### src/rtl/bcd_div_checker_serial.sv
// bcd_div_checker_serial: serial BCD divisibility checker (3, 9, 11), one digit per handshake, MSD first.
module bcd_div_checker_serial #(
   parameter int NUM_DIGITS = 4
) (
   input  logic       clk,
   input  logic       rst_n,
   input  logic       start,
   input  logic [3:0] digit,
   input  logic       digit_valid,
   output logic       digit_ready,
   output logic       busy,
   output logic       done,
   output logic       div3,
   output logic       div9,
   output logic       div11,
   output logic       bcd_err
);
   localparam int CW = $clog2(NUM_DIGITS + 1);
   typedef enum logic [1:0] {IDLE, ACCUM, DONE} state_t;
   state_t state_q, state_d;
   logic [CW-1:0] count_q, count_d;
   logic [1:0] r3_q, r3_d;
   logic [3:0] r9_q, r9_d, r11_q, r11_d;
   logic div3_q, div3_d, div9_q, div9_d, div11_q, div11_d, bcd_err_q, bcd_err_d;
   logic [4:0] s9, s11;
   always_comb begin
      state_d   = state_q;
      count_d   = count_q;
      r3_d      = r3_q;
      r9_d      = r9_q;
      r11_d     = r11_q;
      div3_d    = div3_q;
      div9_d    = div9_q;
      div11_d   = div11_q;
      bcd_err_d = bcd_err_q;
      s9        = {1'b0, r9_q} + {1'b0, digit};
      s11       = {1'b0, digit} + 5'd11 - {1'b0, r11_q};
      if (state_q == DONE) begin
         state_d = IDLE;
      end else if (start) begin
         state_d   = ACCUM;
         count_d   = '0;
         r3_d      = '0;
         r9_d      = '0;
         r11_d     = '0;
         div3_d    = 1'b0;
         div9_d    = 1'b0;
         div11_d   = 1'b0;
         bcd_err_d = 1'b0;
      end else if (state_q == ACCUM && digit_valid) begin
         r9_d      = 4'(s9 >= 5'd9 ? s9 - 5'd9 : s9);
         r11_d     = 4'(s11 >= 5'd11 ? s11 - 5'd11 : s11);
         // 3 divides 9, so the mod-3 remainder follows directly from the mod-9 one
         r3_d      = 2'(r9_d >= 4'd6 ? r9_d - 4'd6 : r9_d >= 4'd3 ? r9_d - 4'd3 : r9_d);
         bcd_err_d = bcd_err_q | (digit > 4'd9);
         count_d   = count_q + 1'b1;
         if (count_q == CW'(NUM_DIGITS - 1)) begin
            state_d = DONE;
            div3_d  = (r3_d == '0) && !bcd_err_d;
            div9_d  = (r9_d == '0) && !bcd_err_d;
            div11_d = (r11_d == '0) && !bcd_err_d;
         end
      end
   end
   always_ff @(posedge clk or negedge rst_n) begin
      if (!rst_n) begin
         state_q   <= IDLE;
         count_q   <= '0;
         r3_q      <= '0;
         r9_q      <= '0;
         r11_q     <= '0;
         div3_q    <= 1'b0;
         div9_q    <= 1'b0;
         div11_q   <= 1'b0;
         bcd_err_q <= 1'b0;
      end else begin
         state_q   <= state_d;
         count_q   <= count_d;
         r3_q      <= r3_d;
         r9_q      <= r9_d;
         r11_q     <= r11_d;
         div3_q    <= div3_d;
         div9_q    <= div9_d;
         div11_q   <= div11_d;
         bcd_err_q <= bcd_err_d;
      end
   end
   assign digit_ready = state_q == ACCUM;
   assign busy        = state_q == ACCUM;
   assign done        = state_q == DONE;
   assign div3        = div3_q;
   assign div9        = div9_q;
   assign div11       = div11_q;
   assign bcd_err     = bcd_err_q;
endmodule
### config.mk
export PLATFORM = sky130hd
export DESIGN_NAME = bcd_div_checker_serial
export DESIGN_NICKNAME = d
export VERILOG_FILES = /design/src/rtl/bcd_div_checker_serial.sv
export SDC_FILE = /design/constraint.sdc
export NUM_CORES = 1
export LEC_CHECK = 0
export CAP_MARGIN = 10
export CORE_ASPECT_RATIO = 0.9
export CORE_MARGIN = 2
export CORE_UTILIZATION = 45
export CTS_CLUSTER_SIZE = 40
export DETAILED_ROUTE_END_ITERATION = 8
export PLACE_DENSITY = 0.71
export SLEW_MARGIN = 20
export SYNTH_ARGS = -nofsm -noshare
export SYNTH_HDL_FRONTEND = slang
export SYNTH_SLANG_ARGS = --single-unit
### constraint.sdc
create_clock -name clk -period 3.9 [get_ports clk]
set_input_delay 0.78 -clock clk [delete_from_list [all_inputs] [get_ports clk]]
set_output_delay 0.78 -clock clk [all_outputs]
set_load 0.005 [all_outputs]
# Yosys cells after proc, flatten, opt, wreduce, memory -nomap -nowiden
# Index checks and enable logic that the tools add are counted.
# word_totals
regBits	17
out_inout_bits	7
# op_classes
add_sub_neg	8
magnitude_cmp	5
eq_ne	3
n_mux	25
bitwise_logic	2
n_reduce_logical	15
# ops
operator	n
$mux W4	6
$mux W2	6
$mux W1	11
$ge A5 B4 Y1 const B	2
$logic_not A4 Y1	2
$sub A4 B4 Y4 const B	2
$mux W3	2
$reduce_bool A3 Y1	2
$add A4 B4 Y5	1
$add A4 B4 Y5 const B	1
$sub A5 B4 Y5	1
$ge A4 B2 Y1 const B	1
$ge A4 B3 Y1 const B	1
$gt A4 B4 Y1 const B	1
$logic_and A1 B1 Y1	4
$reduce_and A2 Y1	2
$reduce_bool A2 Y1	2
$sub A2 B2 Y2 const B	2
$add A3 B1 Y3 const B	1
$eq A3 B2 Y1 const B	1
$reduce_and A3 Y1	1
$eq A2 B1 Y1 const B	1
$eq A2 B2 Y1 const B	1
$logic_not A2 Y1	1
3 further kinds	3

# Longest topological paths before layout
# Gate-level depths: netlist (run 1).
# depth
depth_word	11
ltp_mapped	15
depth_no_buf	15

# Least setup slack after synthesis (run 1)
# Ideal clock, no wire load.
# synth_timing
kind	input port to flip-flop
start	input digit[0]
end	register div3_q (netlist: div3)
setup_time_ns	0.121
arrival_time_ns	3.839
required_ns	3.779
setup_slack_ns	-0.060
path_stages	15
path_cell_list	ha_1 -> inv_1 -> fa_1 -> ha_1 -> or3b_1 -> o22ai_1 -> nor2_1 -> a221oi_2 -> inv_1 -> ha_1 -> inv_1 -> a221oi_1 -> inv_1 -> o31a_1 -> a22o_1
# synth_via
elab_chain_len	11
word_cells_on_any_way	18
cone_classes	add/sub: 4; order compare: 4; mux: 6; bitwise: 1; reduce/logical: 3
# synth_rtl
item	line_no	rtl
start, declared	8	input logic [3:0] digit,
$add A4 B4 Y5	36	s9 = {1'b0, r9_q} + {1'b0, digit};
$sub A4 B4 Y4 or $ge A5 B4 Y1 (tied branches)	51	r9_d = 4'(s9 >= 5'd9 ? s9 - 5'd9 : s9);
$mux W4	51	
$ge A4 B2 Y1 or $sub A2 B2 Y2 (tied branches)	54	r3_d = 2'(r9_d >= 4'd6 ? r9_d - 4'd6 : r9_d >= 4'd3 ? r9_d - 4'd3 : r9_d);
$mux W2 (2 in a row)	54	
$logic_not A2 Y1	59	div3_d = (r3_d == '0) && !bcd_err_d;
$logic_and A1 B1 Y1 (*)	59	
$mux W1 (*)	57	if (count_q == CW'(NUM_DIGITS - 1)) begin
$mux W1 (*)	50	end else if (state_q == ACCUM && digit_valid) begin
$mux W1 (*)	40	end else if (start) begin
end signal, assigned	82	div3_q <= div3_d;
end, declared	24	logic div3_q, div3_d, div9_q, div9_d, div11_q, div11_d, bcd_err_q, bcd_err_d;
# Every way passes the cells marked *; elsewhere a longest branch is shown, timed or not. The select of a mux whose other input is x is not followed.
# A chain may end at the register's enable or synchronous reset.

# Worst setup path in the final report (run 1)
# Same ends and word-level chain as after synthesis.

==> impl_metrics.toml, run 1 <==
[sta]
skew_ps = 1.35
slew_headroom_pct = 41.8
timing.final.crit_share_pct = 96.3
setup_viol = 0
tightest_slew_ps = 873
hold_viol_final = 0
fin_ws_ps = 143
slew_viol_final = 0
period_needed_ps = 3760
fmax_mhz = 266
fin_setup_tns_ps = 0

[cells_and_area]
layout_commonest_cell = "buf_4"
n_fill_cell = 281
final_core_util_pct = 60.3
final_cell_mix = "buf_4, dfrtp_1, inv_1, o21ai_0, ha_1"
postLayoutCellArea_um2 = 1860
final_layout_size_suffix_gt1_share_pct = 20.3
num_antenna_cells = 0
layout-area-overhead-vs-synth_pct = 25.4
nets = 225

[global_routing]
grt_first_pass_wirelength_um = 5790
grt_max_degree = 18
grt_pass1_vias = 1310
overflow = 0
antenna_found_initial = 0
grt_usage_pct = 20.0

[placed_design]
routabilityCongestion = 0.864
portBuffers = 14
dp_slack_ps = -514
post_dp_cell_area_um2 = 1790
dpl.hpwl_um = 2820

[clock_network]
cts_tree = "built"
cts_max_path_buffers = 2
clock_latency_ps = 290
htreeDepth = 1
root_buffer = "clkbuf_4"
cts_inserted_buffers = 3
hold_buffers = 0
clk_pin_slew_ps = 90
cts.sinks = 17

[yosys]
synth-seq-area-share_pct = 28.6
synth_xor_area_share_pct = 5.56
synth_mux_area_share_pct = 2.11
synth-simple-area-share_pct = 16.2
synth.area.top_cells = "dfrtp_1, ha_1, o21ai_0, inv_1, a22o_1"
synth_compound_gate_area_share_pct = 24.7
synth_nets = 190
syn_area_per_cell_um2 = 9.11
postSynthCellCount = 163
synth_edf_count = 0
yosys.area.top_type = "dfrtp_1"
synth_top_family_by_area = "compound AO/OA/AOI/OAI gates"
ys.flop_type = "dfrtp_1"
syn_area_um2 = 1490
synth_seq_cells = 17
yosys.area.top_type_share_pct = 28.6
async_reset_ff_share_pct = 100
yosys.area_share.adder_pct = 17.0
yosysWarnings = 0
synth_cell_type_count = 50

[floorplan]
die-area_um2 = 3780
start_util_pct = 48.1
fp-row-count = 19
core_area_um2 = 3090
dieHeight_um = 58.5
ios = 15
die_w_um = 64.6

[route]
vias = 1320
drt_iter0_markers = 44
routedWlPerCell_um = 14.3
totalWireLength_um = 3410
drc_errors = 0
routed_via_density = 5.52
drtAntennaViolNets = 0
dr.pass1.iters = 4

[worst_setup_path]
critPathMaxFanout = 3
critPathLaunch = "digit[0]"
path_class = "input port to register"
start_kind = "input port"
r2r_slack_ps = 420
reg2reg_from = "r9_q[0]$_DFFE_PN0P_"
cp.required_ps = 4090
critPathArrivalTime_ps = 3940
critPathCaptureType = "register"

[worst_hold_path]
min_from = "r11_q[0]$_DFFE_PN0P_"
hold_path_class = "register to register"

[run_status]
outcome = "completed"

[power_and_ir_drop]
power.density_nw_per_um2 = 761
peakVddDrop_mv = 0.393
p_leak_nw = 0.878

[flow_run]
maxCapViolCount = 0
==> power breakdown <==
part / internal, mW / switching, mW
clock network: 0.0399 / 0.0525
logic: 0.571 / 0.532
registers: 0.204 / 0.0193
==> layout make-up <==
cell class	instances	area [um^2]	share of cell area [%]
clock buffers	4	26.3	1.41
inverters	17	63.8	3.43
multi-input cells	125	1010	54.0
flip-flops and latches	17	425	22.8
well taps	42	52.6	2.82
repair buffers	34	289	15.5
==> synthesized netlist by cell type, drive strengths merged, types with 2 or more instances <==
master,count
o31ai,2
nor2,9
nand3,3
clkbuf,2
nor3,2
o21ai,16
o22ai,2
fa,2
nor3b,2
and3,3
or2,2
xnor2,5
a211oi,2
a22o,6
ha,17
dfrtp,17
nor2b,5
buf,2
mux2i,2
a21oi,7
a21o,3
a221oi,3
inv,17
nand2,14
==> cell families (layout without fill, tap and decap cells) <==
kind of cell | count (synthesis) | count (layout)
xor gates and xnor gates | 7 | 7
and+or+nand+nor | 45 | 45
adders and majority gates | 19 | 19
muxes | 3 | 3
AOI/OAI and AO/OA | 51 | 51
DFF | 17 | 17
buffers and inverters | 21 | 55
==> stage by stage <==
| stage | hold slack [ps] | power [mW] | instances |
|---|---|---|---|
| 4_1_cts | 491 | 1.37 | 236 |
| 5_1_grt | 535 | 1.53 | 239 |
| 3_5_place_dp | 470 | 1.22 | 231 |
| 3_3_place_gp | 465 | 1.17 | 231 |
| 2_1_floorplan | 450 | 0.915 | 163 |
| 6_report | 490 | 1.42 | 239 |
==> registers in the layout, indices dropped and copies added, names as in the netlist <==
register / count
r11_q: 4
r9_q: 4
count_q: 3
state_q: 2
bcd_err: 1
div11: 1
div3: 1
div9: 1
==> path summary, 6_finish.rpt <==
kind / to / cells after the start
max: div3$_DFFE_PN0P_ / 16
min: r11_q[0]$_DFFE_PN0P_ / 2
min in group asynchronous: div9$_DFFE_PN0P_ / 1
min reg2reg: r11_q[0]$_DFFE_PN0P_ / 2
max in group asynchronous: r11_q[2]$_DFFE_PN0P_ / 1
max reg2reg: div3$_DFFE_PN0P_ / 15
==> critical path, stage by stage <==
cell and delay (ps):
clkdlybuf4s15_1 190, ha_2 190, inv_2 40, fa_1 490
ha_2 200, or3b_1 350, o22ai_2 180, nor2_2 50
a221oi_2 260, inv_1 130, ha_4 280, inv_1 40
a221oi_2 280, inv_1 70, o31a_1 230, a22o_1 180
==> layer usage <==
| metal | GRT usage (%) | part of all wire (%) | wire [um] | up-vias |
|---|---|---|---|---|
| li1 | - | - | - | 660 |
| met5 | 0 | 0 | 0 | - |
| met4 | 9.42 | 2.1 | 72 | 0 |
| met1 | 24.6 | 44 | 1510 | 628 |
| met2 | 35.3 | 51 | 1750 | 23 |
| met3 | 2.68 | 2.3 | 80 | 9 |
==> timing repair <==
action	in CTS	in global routing
gates resized for setup	5	3
buffers inserted	1	3
pin swaps	4	7
setup endpoints to repair	1	1
Power figures use the tool's default switching activity.
==> run 2, diff against run 1 <==
--- a/config.mk
+++ b/config.mk
@@ -12,7 +12,6 @@
 export CTS_CLUSTER_SIZE = 40
 export DETAILED_ROUTE_END_ITERATION = 8
 export PLACE_DENSITY = 0.71
-export SLEW_MARGIN = 20
 export SYNTH_ARGS = -nofsm -noshare
 export SYNTH_HDL_FRONTEND = slang
 export SYNTH_SLANG_ARGS = --single-unit
==> results of run 2 <==
The final DEF is identical to that of run 1; final timing and power are the same.
==> RTL edit 1, RTL diff (settings of run 2) <==
`r9_q` no longer has a reset.
--- a/src/rtl/bcd_div_checker_serial.sv
+++ b/src/rtl/bcd_div_checker_serial.sv
@@ -69,3 +69,2 @@
          r3_q      <= '0;
-         r9_q      <= '0;
          r11_q     <= '0;
@@ -79,3 +78,2 @@
          r3_q      <= r3_d;
-         r9_q      <= r9_d;
          r11_q     <= r11_d;
@@ -86,2 +84,6 @@
       end
+   end
+
+   always_ff @(posedge clk) begin
+      r9_q <= r9_d;
    end
Function: same outputs for any inputs over 4 cycles, from zero or initial values and one cycle with rst_n low; that may be too few to reach the edited logic, so the function may still have changed.
==> RTL edit 1 against run 2 <==
  * Fmax up 1.5%
  * Cell area grew 3.7%
  * Total power grew 31%
  * Combinational power up 35%
  * Global-route usage grew 0.74 points
  * Area after synthesis grew 0.76%
  * Worst setup slack improved by 0.055 ns
  * Sequential cell count unchanged
  * Routed wire length grew 9.1%
==> RTL edit 1: results (changes against run 2) <==
status complete, no violations; Final nets 233 (+3.6%); root buf cell clkbuf_8; Critical R2R Launch r9_q[0]; cells after synthesis 168 (+3.1%); relative slew slack 59.97% (+18 points); min Tclk post-route 3.701 ns (-0.05550 ns); design internal power 1007 µW (+24%); routed via count 1403 (+6.3%); Place WS -0.3447 ns (+0.1692 ns); Via-to-Cell Ratio 5.727 (+3.7%); Clock transition at path regs 0.07 ns (-0.02 ns); synth top area cells dfrtp_1 22%, ha_1 16%, edfxtp_1 8.0%; CP max stage cell clkdlybuf4s50_1; Worst Path Max Fanout 6 (+3); Async SR Flop Fraction 76.47% (-24 points); Total Power 1859 µW (+31%); Commonest cells post-synth 19 x ha_1, 17 x inv_1, 14 x nor2_1; Post-synth EDFFs 4 (+4); Inst Count DP 239 (+3.5%); Hold Startpoint div11; post-placement cell area 1802 µm² (+0.63%); GRT Overall Usage 20.76% (+0.74 points); sequential area share after synthesis 29.77% (+1.1 points); worst hold endpoint div11; largest net degree at the start of global routing 14 (-4); ratio of cells with drive above 1 in the final layout 18.23% (-2.1 points); VDD IR max 0.4470 mV (+14%)
==> RTL edit 1: cell families (layout without fill, tap and decap cells) <==
kind of cell	count (synthesis)	after routing	synth area share (%)
xor+xnor	8	8	5.184
flops	17	17	29.77
simple gates	54	54	18.23
buf+inv	18	53	4.766
mux	2	2	1.338
fa+ha+maj	21	21	18.56
compound gates	48	48	22.16
==> RTL edit 1: repair_timing <==
item,4_1_cts,5_1_grt
endpoints found under the setup margin,1,1
pin swaps,2,6
resized for setup,4,12
setup buffers,0,2
==> RTL edit 1: layer usage <==
layer	part of all wire, %	up-vias	GRT usage, %
li1	-	680	-
met4	0.027	0	3.951
met5	0	-	0
met3	5.2	2	1.721
met2	49	52	36.82
met1	46	669	28.22
==> RTL edit 1: cell type report <==
cell class / count / area [µm²]
Fill cell: 260 / 1182
Multi-Input combinational cell: 133 / 1041
Sequential cell: 17 / 445.4
Timing Repair Buffer: 32 / 280.3
Inverter: 17 / 63.81
Tap cell: 42 / 52.55
Clock buffer: 3 / 41.29
Clock inverter: 1 / 7.507
==> RTL edit 2, RTL diff (config.mk and constraints of run 2) <==
Without the edit above. Change the parameter `NUM_DIGITS` from 4 to 2.
--- a/src/rtl/bcd_div_checker_serial.sv
+++ b/src/rtl/bcd_div_checker_serial.sv
@@ -2,3 +2,3 @@
 module bcd_div_checker_serial #(
-   parameter int NUM_DIGITS = 4
+   parameter int NUM_DIGITS = 2
 ) (
Function: changed (Yosys sat finds a counterexample within 4 cycles, from zero or initial values and one cycle with rst_n low).
==> RTL edit 2 against run 2 <==
  * Worst setup slack gained 0.012 ns
  * Cell area grew 8.2%
  * Area after synthesis grew 1.2%
  * Routed wire length grew 16%
  * Critical path depth is the same
  * Global-route usage grew 1.2 points
  * First-iteration DRC count grew to 2.6 times the old value
  * Core utilization grew 4.4 points
  * Total power grew 1.6%
  * Sequential cell count shrank 1
  * Critical path type unchanged
==> RTL edit 2: results (changes against run 2) <==
DRT iter0 DRCs 116 (+160%); final wirelength 3963 µm (+16%); Max stage delay on crit path 0.60 ns (+0.11 ns); HPWL after detailed placement 3021 µm (+7.0%); Commonest cells post-synth 20 x nand2_1, 17 x o21ai_0, 16 x dfrtp_1, 16 x ha_1, 15 x inv_1; sequential area share after synthesis 26.64% (-2.0 points); Setup Skew 0.005834 ns (+0.004481 ns); Top Registers r11_q x4, r9_q x4; post-placement cell area 1837 µm² (+2.6%); VDD IR max 0.4212 mV (+7.1%); Syn Nets 203 (+6.8%); cells after synthesis 177 (+8.6%); Via-to-Cell Ratio 5.521 (about the same); Arr. time, crit path 3.92 ns (-0.02 ns); Worst-Skew Late Latency 0.25 ns (-0.04 ns); P_leak 0.0009254 µW (+5.4%); Routability Congestion 0.8531 (-1.2%); Clock transition at path regs 0.06 ns (-0.03 ns); largest net degree at the start of global routing 17 (-1); vias in the first global route 1388 (+6.0%); fill cell count 265 (-5.7%); Crit path max-delay family compound AO/OA/AOI/OAI gates; relative slew slack 38.23% (-3.6 points); # setup viols final 0 (unchanged); synth top area cells dfrtp_1 27%, ha_1 13%, o21ai_0 5.7%; GR Util met2 40.35% (+5.1 points); met1 usage 24.82% (+0.24 points); status complete, no violations; ratio of cells with drive above 1 in the final layout 23.53% (+3.2 points); Distinct cells, synth 46 (-8.0%)
[RTL edit 2: final cells by class]
cell class              count  area, µm²  share of cell area [%]
multi-input cells         141       1074                   53.26
flip-flops and latches     16      400.4                   19.86
repair buffers             45      377.9                   18.75
inverters                  15      56.30                   2.793
clock buffers               4      55.05                   2.731
well taps                  42      52.55                   2.607
[RTL edit 2: routing by layer]
layer,up-vias,share of wire (%)
li1,717,-
met1,704,43
met2,25,53
met3,6,2.9
met4,0,1.6
met5,-,0
[RTL edit 2: power breakdown]
group / leakage (µW) / total [µW] / internal (µW) / switching, µW
combinational: 0.000684 / 1070 / 528 / 542
clock: 0.0000288 / 145 / 89.5 / 55.3
sequential: 0.000213 / 226 / 201 / 25.4
total: 0.000925 / 1440 / 818 / 623
[RTL edit 2: cell families after synthesis]
family / count (synthesis) / share of synthesized area [%]
flip-flops: 16 / 26.64
adder cells (fa/ha/maj): 18 / 15.99
multiplexers: 4 / 2.831
XOR/XNOR: 8 / 5.662
AND/OR/NAND/NOR: 53 / 17.65
buffers and inverters: 20 / 5.828
AO/OA/AOI/OAI: 58 / 25.40
[RTL edit 2: final timing paths]
kind	from	end	slack (ns)	cells after the start
setup / recovery	digit[0]	div3	0.16	16
hold / removal	count_q[1]	count_q[1]	0.48	2
setup reg to reg	r9_q[0]	div3	0.56	15
hold reg to reg	count_q[1]	count_q[1]	0.48	2
max in group asynchronous	rst_n	div11	2.48	1
min in group asynchronous	rst_n	div9	0.96	1
[RTL edit 2: what timing repair did]
item | in CTS | in global routing
pin swaps | 4 | 6
setup endpoints to repair | 1 | 1
gates resized for setup | 11 | 7
setup buffers | 6 | 2
hold buffers | 0 | 0
